--- config.mk ---
export PLATFORM = sky130hd
export DESIGN_NAME = itch_decoder_arbiter
export DESIGN_NICKNAME = d
export VERILOG_FILES = /design/src/rtl/itch_arb_pkg.sv /design/src/rtl/itch_arb_fifo.sv /design/src/rtl/itch_decoder_arbiter.sv
export SDC_FILE = /design/constraint.sdc
export NUM_CORES = 1
export LEC_CHECK = 0
export ABC_AREA = 1
export BUFFER_PORTS_ARGS = -buffer_cell sky130_fd_sc_hd__buf_2
export CELL_PAD_IN_SITES_DETAIL_PLACEMENT = 1
export CELL_PAD_IN_SITES_GLOBAL_PLACEMENT = 1
export CORE_AREA = 10 10 334 336
export DETAILED_ROUTE_END_ITERATION = 6
export DIE_AREA = 0 0 344 346
export HOLD_SLACK_MARGIN = 0.15
export PLACE_DENSITY = 0.83
export SETUP_SLACK_MARGIN = 0.05
export SYNTH_ARGS = -nofsm -noshare
export SYNTH_HDL_FRONTEND = slang
export SYNTH_SLANG_ARGS = --single-unit
--- constraint.sdc ---
create_clock -name clk -period 22.7 [get_ports clk]
set_input_delay 4.54 -clock clk [delete_from_list [all_inputs] [get_ports clk]]
set_output_delay 4.54 -clock clk [all_outputs]
set_load 0.02 [all_outputs]
--- src/rtl/itch_arb_pkg.sv ---
// itch_arb_pkg: shared entry type, ITCH message type codes and the saturating
// counter helper used by the decoder arbiter and its output FIFO.
// The entry payload field is DEFAULT_PAYLOAD_W bits wide; narrower source
// payloads are zero-extended into it, so PAYLOAD_W must not exceed it.
package itch_arb_pkg;

  localparam int DEFAULT_PAYLOAD_W = 160;

  localparam logic [7:0] ITCH_ADD     = 8'h41;  // 'A'
  localparam logic [7:0] ITCH_CANCEL  = 8'h58;  // 'X'
  localparam logic [7:0] ITCH_DELETE  = 8'h44;  // 'D'
  localparam logic [7:0] ITCH_REPLACE = 8'h55;  // 'U'
  localparam logic [7:0] ITCH_EXECUTE = 8'h45;  // 'E'

  typedef struct packed {
    logic [7:0]                   msg_type;
    logic [2:0]                   src_id;
    logic [DEFAULT_PAYLOAD_W-1:0] payload;
  } msg_entry_t;

  // Add inc to cur, clamping at max_val instead of wrapping.
  function automatic logic [31:0] sat_inc(input logic [31:0] cur,
                                          input logic [31:0] inc,
                                          input logic [31:0] max_val);
    logic [32:0] sum;
    sum = {1'b0, cur} + {1'b0, inc};
    if (sum > {1'b0, max_val}) return max_val;
    return sum[31:0];
  endfunction

endpackage

--- src/rtl/itch_arb_fifo.sv ---
// itch_arb_fifo: small synchronous FIFO of msg_entry_t with a registered head.
// The head register keeps its last value when the FIFO drains or is flushed,
// so downstream data only changes on a pop or a push into an empty buffer.
// Flush has priority over push and pop. DEPTH must be a power of 2.
module itch_arb_fifo
  import itch_arb_pkg::*;
#(
  parameter int DEPTH = 4
) (
  input  logic       clk,
  input  logic       rst,
  input  logic       push,
  input  msg_entry_t push_data,
  input  logic       pop,
  input  logic       flush,
  output logic       full,
  output logic       empty,
  output msg_entry_t head
);

  localparam int AW = $clog2(DEPTH);
  localparam int CW = AW + 1;

  msg_entry_t    mem [DEPTH];
  logic [AW-1:0] rd_ptr;
  logic [AW-1:0] wr_ptr;
  logic [AW-1:0] next_rd;
  logic [CW-1:0] count;
  logic [CW-1:0] next_count;
  logic          do_push;
  logic          do_pop;
  msg_entry_t    head_q;
  msg_entry_t    head_next;

  assign full  = (count == CW'(DEPTH));
  assign empty = (count == '0);
  assign head  = head_q;

  // Resolve the accepted operations and what the head register shows next
  always_comb begin
    do_pop     = pop && !empty && !flush;
    do_push    = push && !flush && (!full || do_pop);
    next_rd    = rd_ptr + AW'(do_pop);
    next_count = count + CW'(do_push) - CW'(do_pop);
    head_next  = head_q;
    if (!flush && (next_count != '0)) begin
      if (do_push && (wr_ptr == next_rd)) head_next = push_data;
      else                                head_next = mem[next_rd];
    end
  end

  // Entry storage; stale slots are never exposed, so no reset is needed
  always_ff @(posedge clk) begin
    if (do_push) mem[wr_ptr] <= push_data;
  end

  // Pointers, occupancy and head register
  always_ff @(posedge clk) begin
    if (rst) begin
      rd_ptr <= '0;
      wr_ptr <= '0;
      count  <= '0;
      head_q <= '0;
    end else if (flush) begin
      rd_ptr <= '0;
      wr_ptr <= '0;
      count  <= '0;
      head_q <= head_next;
    end else begin
      rd_ptr <= next_rd;
      wr_ptr <= wr_ptr + AW'(do_push);
      count  <= next_count;
      head_q <= head_next;
    end
  end

endmodule

--- src/rtl/itch_decoder_arbiter.sv ---
// itch_decoder_arbiter: merges the one-cycle completion pulses of the parallel
// ITCH decoders into one ordered stream. One winner per cycle is buffered in
// itch_arb_fifo and drained over a valid/ready handshake; losers and entries
// refused by a full buffer are counted as drops.
// Optional feature macro: ITCH_ARB_ROUND_ROBIN_EN selects round-robin
// arbitration (search starts at rr_ptr); when undefined the lowest
// qualified index wins and no rr_ptr state exists.
module itch_decoder_arbiter
  import itch_arb_pkg::*;
#(
  parameter int NUM_SRC    = 4,
  parameter int PAYLOAD_W  = 160,
  parameter int FIFO_DEPTH = 4,
  parameter int CNT_W      = 16
) (
  input  logic                           clk,
  input  logic                           rst,
  input  logic [NUM_SRC-1:0]             src_valid,
  input  logic [NUM_SRC-1:0]             src_invalid,
  input  logic [NUM_SRC*8-1:0]           src_type,
  input  logic [NUM_SRC*PAYLOAD_W-1:0]   src_payload,
  input  logic                           flush,
  output logic                           out_valid,
  input  logic                           out_ready,
  output logic [7:0]                     out_type,
  output logic [2:0]                     out_src_id,
  output logic [PAYLOAD_W-1:0]           out_payload,
  output logic                           packet_invalid,
  output logic                           collision,
  output logic                           overflow,
  output logic [CNT_W-1:0]               drop_count,
  output logic [CNT_W-1:0]               collision_count
);

  localparam logic [CNT_W-1:0] CNT_MAX = '1;

  logic [NUM_SRC-1:0] qual;
  logic [3:0]         qual_cnt;
  logic               any_qual;
  logic               multi_qual;
  logic [2:0]         win_id;
  msg_entry_t         win_entry;
  msg_entry_t         head;
  logic               fifo_full;
  logic               fifo_empty;
  logic               pop;
  logic               push;
  logic               overflow_drop;
  logic [3:0]         drop_inc;

  // Mask invalidated requests and count the decoders completing this cycle
  always_comb begin
    qual     = src_valid & ~src_invalid;
    qual_cnt = '0;
    for (int i = 0; i < NUM_SRC; i++) qual_cnt = qual_cnt + {3'b000, qual[i]};
  end

  assign any_qual   = |qual;
  assign multi_qual = (qual_cnt > 4'd1);

`ifdef ITCH_ARB_ROUND_ROBIN_EN
  logic [2:0]         rr_ptr;
  logic [NUM_SRC-1:0] rot;
  logic [3:0]         rr_off;
  logic [3:0]         rr_sum;

  // Rotate requests so rr_ptr sits at bit 0, take the lowest set bit, rotate back
  always_comb begin
    rot    = NUM_SRC'({qual, qual} >> rr_ptr);
    rr_off = '0;
    for (int j = NUM_SRC - 1; j >= 0; j--) if (rot[j]) rr_off = 4'(j);
    rr_sum = {1'b0, rr_ptr} + rr_off;
    if (rr_sum >= 4'(NUM_SRC)) rr_sum = rr_sum - 4'(NUM_SRC);
    win_id = 3'(rr_sum);
  end

  // Move the search start just past each granted source; hold when idle
  always_ff @(posedge clk) begin
    if (rst) begin
      rr_ptr <= '0;
    end else if (any_qual) begin
      if (win_id == 3'(NUM_SRC - 1)) rr_ptr <= '0;
      else                           rr_ptr <= win_id + 3'd1;
    end
  end
`else
  // Fixed priority: scan downwards so the lowest requesting index wins
  always_comb begin
    win_id = '0;
    for (int i = NUM_SRC - 1; i >= 0; i--) if (qual[i]) win_id = 3'(i);
  end
`endif

  // Gather the winner's fields, zero-extending the payload into the entry
  always_comb begin
    win_entry        = '0;
    win_entry.src_id = win_id;
    for (int i = 0; i < NUM_SRC; i++) begin
      if (win_id == 3'(i)) begin
        win_entry.msg_type               = src_type[8*i +: 8];
        win_entry.payload[PAYLOAD_W-1:0] = src_payload[PAYLOAD_W*i +: PAYLOAD_W];
      end
    end
  end

  // A full buffer still accepts the winner when the head leaves this cycle;
  // a flushed winner is discarded silently rather than counted as a drop.
  assign pop           = !fifo_empty && out_ready;
  assign push          = any_qual && !flush && (!fifo_full || pop);
  assign overflow_drop = any_qual && !flush && fifo_full && !pop;
  assign drop_inc      = (any_qual ? (qual_cnt - 4'd1) : 4'd0) + {3'b000, overflow_drop};

  itch_arb_fifo #(
    .DEPTH (FIFO_DEPTH)
  ) u_fifo (
    .clk       (clk),
    .rst       (rst),
    .push      (push),
    .push_data (win_entry),
    .pop       (pop),
    .flush     (flush),
    .full      (fifo_full),
    .empty     (fifo_empty),
    .head      (head)
  );

  assign out_valid   = !fifo_empty;
  assign out_type    = head.msg_type;
  assign out_src_id  = head.src_id;
  assign out_payload = head.payload[PAYLOAD_W-1:0];

  // Status pulses, sticky overflow flag and saturating statistics
  always_ff @(posedge clk) begin
    if (rst) begin
      packet_invalid  <= 1'b0;
      collision       <= 1'b0;
      overflow        <= 1'b0;
      drop_count      <= '0;
      collision_count <= '0;
    end else begin
      packet_invalid <= |src_invalid;
      collision      <= multi_qual;
      if (overflow_drop) overflow <= 1'b1;
      drop_count <= CNT_W'(sat_inc(32'(drop_count), 32'(drop_inc), 32'(CNT_MAX)));
      if (multi_qual)
        collision_count <= CNT_W'(sat_inc(32'(collision_count), 32'd1, 32'(CNT_MAX)));
    end
  end

endmodule

==> impl_metrics.py, run 1 <==
metrics = {
    "synth": {
        "synthCells": 4459,
        "syn_area_um2": 40200,
        "netlist.area_leader.share": 0.508,
        "synth_seq_cells": 892,
        "ys_seq_area_frac": 0.613,
        "synthDistinctLibCells": 35,
        "netlist_top_cells_area": "edfxtp_1, nand2_1, dfxtp_1",
        "avgSynthCellArea_um2": 9.02,
        "synth_top_area_cell": "edfxtp_1",
        "synth_warnings": 0,
        "postSynthNetCount": 5164,
    },
    "cts": {
        "post_cts_buffers": 0,
        "cts_sinks": 892,
        "clock_path_buffers": 3,
        "root_buffer": "clkbuf_16",
        "cts_buffers": 99,
        "clkLatencyLatePin_ns": 0.68,
        "ctsHtreeMaxLevel": 3,
        "cts_tree": "done",
        "ctsHoldBuffers": 0,
        "cts_resized": 0,
        "clk_pin_slew_worst_paths_ns": 0.06,
    },
    "detailed_routing": {
        "route.met2.wl_um": 79900,
        "met3WireLength_um": 8020,
        "route.layer.met1.wl_um": 59600,
        "first_pass_iters": 5,
        "routed_wl_um": 151000,
        "top_layer": "met5",
        "viasPerCell": 5.29,
        "drtIter0Drc": 2529,
        "route.detailed.drc": 0,
        "ant_nets": 0,
        "routedWlPerCell_um": 22.6,
        "vias": 35378,
    },
    "setup_path": {
        "critPathSlowestCell": "buf_4",
        "startpoint": "out_ready",
        "cp_max_fo": 84,
        "path_class": "primary input to register",
        "timing.critical_path.mode_cell": "nand2_1",
        "arrival_ns": 9.54,
        "crit_required_ns": 23.24,
        "path_cells": "buf_2 > nand2_1 > nor2_1 > ha_4 > xnor2_4 > buf_4 > inv_2 > nand2_1 > nand2_1 > inv_2 > nand2_1 > nor2_4 > buf_4 > buf_4 > nor2_1 > nor2_1 > a21oi_1",
        "end_kind": "register",
        "critPathLaunchType": "primary input",
        "slowest_delay_ns": 0.85,
        "timing.rr.start": "u_fifo.count[0]$_SDFF_PP0_",
    },
    "sta": {
        "timing.final.crit_share": 0.396,
        "slew_violations": 0,
        "worst-slew-pin-transition_ns": 1.13,
        "timing.final.setup_violations": 0,
        "layout_setup_ws_ns": 13.71,
        "fin_worst_skew_ns": 0.0252,
        "final_hold_viol_count": 0,
        "clock.fmax_mhz": 111,
        "rsz0062_at_grt": "no",
        "setup_tns_ns": 0,
        "slew_headroom": 0.244,
        "period_minus_slack_ns": 8.99,
    },
    "cells_and_area": {
        "final_cell_mix": "nand2_1, buf_2, edfxtp_1",
        "layout.nets": 5906,
        "drive_gt1_frac": 0.222,
        "syn_to_final_growth_pct": 21.6,
        "final_common_cell": "nand2_1",
        "design_area_um2": 48900,
        "utilization": 0.467,
    },
    "floorplanning": {
        "fp-row-count": 119,
        "io-pin-count": 891,
        "dieArea_um2": 119000,
        "die_h_um": 346,
        "core_um2": 105000,
        "start_util": 0.384,
        "dieWidth_um": 344,
    },
    "pwr": {
        "p_int_mw": 3.08,
        "seq_power_share": 0.448,
        "p_switching_mw": 1.24,
        "switching_share": 0.288,
        "totalPowerFinal_mw": 4.32,
        "ir_drop_mv": 0.0519,
        "combPwrFrac": 0.169,
        "clkPwrFrac": 0.383,
        "pwr_density_cell_nw_per_um2": 88.4,
        "p_leak_nw": 20.4,
    },
    "global_routing": {
        "grt_pass1_wl_um": 225000,
        "grt_overflow": 0,
        "track_usage": 0.243,
        "grt_pass1_vias": 37486,
        "grt_max_degree": 144,
        "antenna_found_initial": 11,
    },
    "worst_hold_path": {
        "min_path_type": "register to register",
        "worstHoldStart": "overflow$_SDFFE_PP0P_",
    },
    "outcome": {
        "status": "finished clean",
    },
    "place": {
        "dp_slack_ns": 13.05,
        "hpwl_um": 101000,
        "dpl_cell_area_um2": 45500,
        "place_congestion": 0.941,
        "port_buffers": 889,
    },
    "job": {
        "maxCapViolCount": 0,
    },
}
cells in the mapped netlist:
cell and count:
nand2_2 2, a21oi_1 176, nand3_2 2, inv_1 74, a22oi_1 1, dfxtp_1 212, o21a_1 1, buf_2 87
nor2_4 2, xnor2_1 9, o21ai_0 332, nor2_1 363, a31oi_1 4, o211ai_1 2, buf_1 13, clkbuf_1 168
nand3_1 205, nor4_1 1, buf_4 15, o21bai_1 1, xnor2_4 1, nor2_2 34, nand4_1 170, fa_1 2
ha_1 19, inv_2 15, edfxtp_1 680, conb_1 1, a21oi_2 32, buf_6 5, and2_1 1, o21ai_1 14
nor3_1 9, xor2_1 7, nand2_1 1799
registers in the layout, summed over array words and instances, names as in the netlist:
name,cells
u_fifo.mem,680
u_fifo.head,170
collision_count,16
drop_count,16
u_fifo.count,3
u_fifo.rd_ptr,2
u_fifo.wr_ptr,2
collision,1
overflow,1
packet_invalid,1
logic make-up (layout without fill, tap and decap cells):
| group | count (synthesis) | in the layout | share of synthesized area |
|---|---|---|---|
| DFF | 892 | 892 | 0.613 |
| adders and majority gates | 21 | 21 | 0.00691 |
| xor gates and xnor gates | 17 | 17 | 0.00417 |
| other | 1 | 6 | 0.0000932 |
| and+or+nand+nor | 2588 | 2588 | 0.262 |
| buffers and inverters | 377 | 1205 | 0.0402 |
| AOI/OAI and AO/OA | 563 | 563 | 0.0735 |
cell type report:
class                   count  area [µm²]
fillers                 12361       55900
flip-flops and latches    892       24700
multi-input cells        3190       14000
repair buffers            929        4790
clock buffers             130        2760
well taps                1391        1740
clock inverters            57         606
inverters                  89         354
diodes                      5        12.5
worst max-delay path, delay by kind of cell:
family	cells	cell delay (ns)
buffers and inverters	6	2.65
AND/OR/NAND/NOR	8	1.43
XOR/XNOR	1	0.50
adder cells (fa/ha/maj)	1	0.19
AO/OA/AOI/OAI	1	0.08
final timing paths:
kind | endpoint | slack (ns) | depth (start not counted)
worst min register to register | overflow$_SDFFE_PP0P_ | 0.47 | 1
worst min-delay path | overflow$_SDFFE_PP0P_ | 0.47 | 1
worst max register to register | u_fifo.head[133]$_SDFFE_PP0P_ | 17.01 | 18
worst max-delay path | u_fifo.head[133]$_SDFFE_PP0P_ | 13.71 | 17
power groups by stage:
stage	clock [mW]	combinational, mW	sequential, mW
4_1_cts	1.68	0.741	1.93
5_1_grt	1.75	0.804	1.94
6_report	1.66	0.733	1.94
3_5_place_dp	0	0.733	1.97
3_3_place_gp	0	0.704	1.96
2_1_floorplan	0	0.353	2.03
per-layer routing:
metal	GRT usage	vias to the layer above
met2	0.448	901
li1	-	16456
met1	0.288	17816
met3	0.0390	203
met4	0.0654	2
met5	0	-
stage by stage:
stage	hold slack (ns)	instances
after floorplan	0.545	4459
after global placement	0.449	6491
after detailed placement	0.457	6491
after CTS	0.471	6678
after global routing	0.487	6680
final	0.470	6683
Power figures use the tool's default switching activity.
==> run 2, diff against run 1 <==
--- a/config.mk
+++ b/config.mk
@@ -5,15 +5,15 @@
 export SDC_FILE = /design/constraint.sdc
 export NUM_CORES = 1
 export LEC_CHECK = 0
-export ABC_AREA = 1
+export ABC_AREA = 0
 export BUFFER_PORTS_ARGS = -buffer_cell sky130_fd_sc_hd__buf_2
 export CELL_PAD_IN_SITES_DETAIL_PLACEMENT = 1
 export CELL_PAD_IN_SITES_GLOBAL_PLACEMENT = 1
-export CORE_AREA = 10 10 334 336
+export CORE_AREA = 10 10 338 340
 export DETAILED_ROUTE_END_ITERATION = 6
-export DIE_AREA = 0 0 344 346
+export DIE_AREA = 0 0 348 350
 export HOLD_SLACK_MARGIN = 0.15
-export PLACE_DENSITY = 0.83
+export PLACE_DENSITY = 0.76
 export SETUP_SLACK_MARGIN = 0.05
 export SYNTH_ARGS = -nofsm -noshare
 export SYNTH_HDL_FRONTEND = slang
==> constraint.sdc (replaced) <==
create_clock -name clk -period 9.1 [get_ports clk]
set_input_delay 1.82 -clock clk [delete_from_list [all_inputs] [get_ports clk]]
set_output_delay 1.82 -clock clk [all_outputs]
set_load 0.02 [all_outputs]
==> impl_metrics.py, run 2 <==
metrics = {
    "cells_and_area": {
        "regMostFlops": "u_fifo.mem",
        "final_cell_mix": "buf_2, edfxtp_1, nor2_1",
        "design_area_um2": 48400,
        "drive_gt1_frac": 0.341,
        "final_cells": 5163,
        "layout.nets": 4368,
        "nFillCells": 11393,
        "syn_to_final_growth_pct": 22.8,
        "multi_input_area_um2": 13600,
        "largest_reg_flops": 680,
        "final_common_cell": "buf_2",
        "regArea_um2": 24700,
    },
    "detailed_routing": {
        "routed_wl_um": 138000,
        "routedWlPerCell_um": 26.8,
        "drtIter0Drc": 2160,
        "route.detailed.drc": 0,
        "viasPerCell": 5.65,
        "ant_nets": 0,
        "first_pass_iters": 5,
        "vias": 29171,
    },
    "place": {
        "dp_slack_ns": 1.82,
        "place_congestion": 0.902,
        "port_buffers": 889,
        "placedCellCount": 4981,
        "hpwl_um": 93500,
        "dpl_cell_area_um2": 45100,
    },
    "synth": {
        "netlist.area_leader.share": 0.519,
        "synth-compound-area-share": 0.0997,
        "netlist_top_cells_count": "edfxtp_1, nor2_1, dfxtp_1, nand2_1, a211oi_1",
        "netlist_top_cells_area": "edfxtp_1, dfxtp_1, mux4_2",
        "synth_seq_cells": 892,
        "synthDistinctLibCells": 48,
        "synth_top_family_by_area": "multiplexers",
        "post-synth-top-count-cell": "edfxtp_1",
        "synth_simple_gate_area_frac": 0.0909,
        "synthCells": 2886,
        "synth_top_area_cell": "edfxtp_1",
        "ys.flop_type": "edfxtp_1",
        "synth_fa_ha_area_frac": 0.00705,
        "synth_xor_area_frac": 0.00375,
        "muxShareOfSynthArea": 0.141,
        "synth_warnings": 0,
        "syn_area_um2": 39400,
        "ys_seq_area_frac": 0.626,
        "synthArstFlopShare": 0,
        "avgSynthCellArea_um2": 13.6,
        "synth_edf_count": 680,
        "postSynthNetCount": 3591,
    },
    "pwr": {
        "pwr_density_cell_nw_per_um2": 217,
        "ir_drop_mv": 0.130,
        "totalPowerFinal_mw": 10.5,
        "p_leak_nw": 18.1,
    },
    "outcome": {
        "status": "finished clean",
    },
    "cts": {
        "clk_pin_slew_worst_paths_ns": 0.06,
        "clkLatencyLatePin_ns": 0.68,
        "ctsHtreeMaxLevel": 3,
        "root_buffer": "clkbuf_16",
        "clock_path_buffers": 3,
        "post_cts_buffers": 0,
        "cts_tree": "done",
        "cts_buffers": 94,
        "cts_sinks": 892,
        "cts_resized": 0,
        "ctsHoldBuffers": 0,
    },
    "setup_path": {
        "timing.critical_path.mode_cell": "ha_1",
        "crit_required_ns": 9.68,
        "critPathSlowestCell": "a211oi_1",
        "slowest_delay_ns": 0.68,
        "path_class": "primary input to register",
        "end_kind": "register",
        "cp_max_fo": 53,
        "critPathLaunchType": "primary input",
        "arrival_ns": 7.31,
        "path_cells": "buf_2 > nor2b_1 > inv_4 > ha_1 > ha_1 > ha_1 > inv_1 > ha_1 > inv_1 > ha_1 > nor2_1 > ha_1 > inv_1 > fa_1 > nor2b_1 > o21ai_0 > a211oi_1 > nand4_1 > a31oi_1",
    },
    "worst_hold_path": {
        "min_path_type": "register to register",
    },
    "sta": {
        "final_hold_viol_count": 0,
        "clock.fmax_mhz": 148,
        "timing.final.setup_violations": 0,
        "rsz0062_at_grt": "no",
        "setup_tns_ns": 0,
        "fin_worst_skew_ns": 0.0254,
        "period_minus_slack_ns": 6.74,
        "timing.final.crit_share": 0.740,
        "slew_headroom": 0.220,
        "layout_setup_ws_ns": 2.36,
        "slew_violations": 0,
        "worst-slew-pin-transition_ns": 1.16,
    },
    "global_routing": {
        "grt_max_degree": 174,
        "grt_pass1_vias": 30756,
        "grt_pass1_wl_um": 202000,
        "antenna_found_initial": 9,
        "track_usage": 0.216,
        "grt_overflow": 0,
    },
    "floorplanning": {
        "fp-row-count": 121,
        "dieArea_um2": 122000,
        "core_um2": 108000,
        "dieWidth_um": 348,
        "start_util": 0.365,
        "die_h_um": 350,
        "io-pin-count": 891,
    },
    "job": {
        "maxCapViolCount": 0,
    },
}
==> run 2: changes by cell type in the layout (fill, tap and decap cells not counted), moves of 169 or more <==
cell      change
and3_1      +171
mux2i_1     +171
nand3_1     -190
o21ai_0     -177
nand2_1    -1623
a311oi_1    +169
mux4_2      +170
a211oi_1    +175
==> run 2: cells by family (layout without fill, tap and decap cells) <==
| kind of cell | after synthesis | count (layout) |
|---|---|---|
| adder cells (fa/ha/maj) | 21 | 21 |
| other | 1 | 6 |
| buffers and inverters | 273 | 1131 |
| AO/OA/AOI/OAI | 559 | 559 |
| flip-flops | 892 | 892 |
| multiplexers | 341 | 341 |
| AND/OR/NAND/NOR | 783 | 783 |
| XOR/XNOR | 16 | 16 |
==> run 2: critical path, delay by kind of cell <==
kind            cells  cell delay, ns
fa+ha+maj           7            2.17
simple gates        4            1.47
compound gates      3            1.13
buf+inv             5            0.72
==> run 2: through the flow <==
step / hold slack [ns] / utilization
after floorplan: 0.548 / -
after global placement: 0.482 / 0.419
after detailed placement: 0.477 / 0.419
after CTS: 0.500 / 0.449
after global routing: 0.516 / 0.449
final: 0.494 / 0.449
==> run 2: where the power goes <==
part	switching (mW)	internal, mW	total (mW)
combinational	1.12	0.624	1.74
clock	1.65	2.32	3.97
sequential	0.108	4.70	4.80
total	2.88	7.64	10.5
==> run 2: final cells by class <==
type                       count  area share
antenna                        5    0.000259
clock buffer                 128      0.0557
clock inverter                49      0.0111
inverter                      22     0.00176
multi-input combinational   1721       0.281
sequential                   892       0.510
tap                         1414      0.0366
timing repair buffer         932       0.104
==> run 2: path summary, 6_finish.rpt <==
| check | cells past startpoint | end | slack (ns) | from |
|---|---|---|---|---|
| setup / recovery | 19 | drop_count[9]$_SDFF_PP0_ | 2.36 | src_invalid[0] |
| hold reg to reg | 2 | overflow$_SDFFE_PP0P_ | 0.49 | overflow$_SDFFE_PP0P_ |
| setup reg to reg | 11 | drop_count[9]$_SDFF_PP0_ | 4.63 | u_fifo.count[1]$_SDFF_PP0_ |
| hold / removal | 2 | overflow$_SDFFE_PP0P_ | 0.49 | overflow$_SDFFE_PP0P_ |
==> run 2: layer usage <==
metal / vias up / routed length (µm) / track usage
li1: 12826 / - / -
met1: 15026 / 53900 / 0.259
met2: 1103 / 70900 / 0.379
met3: 210 / 9140 / 0.0494
met4: 6 / 4440 / 0.0723
met5: - / 34 / 0
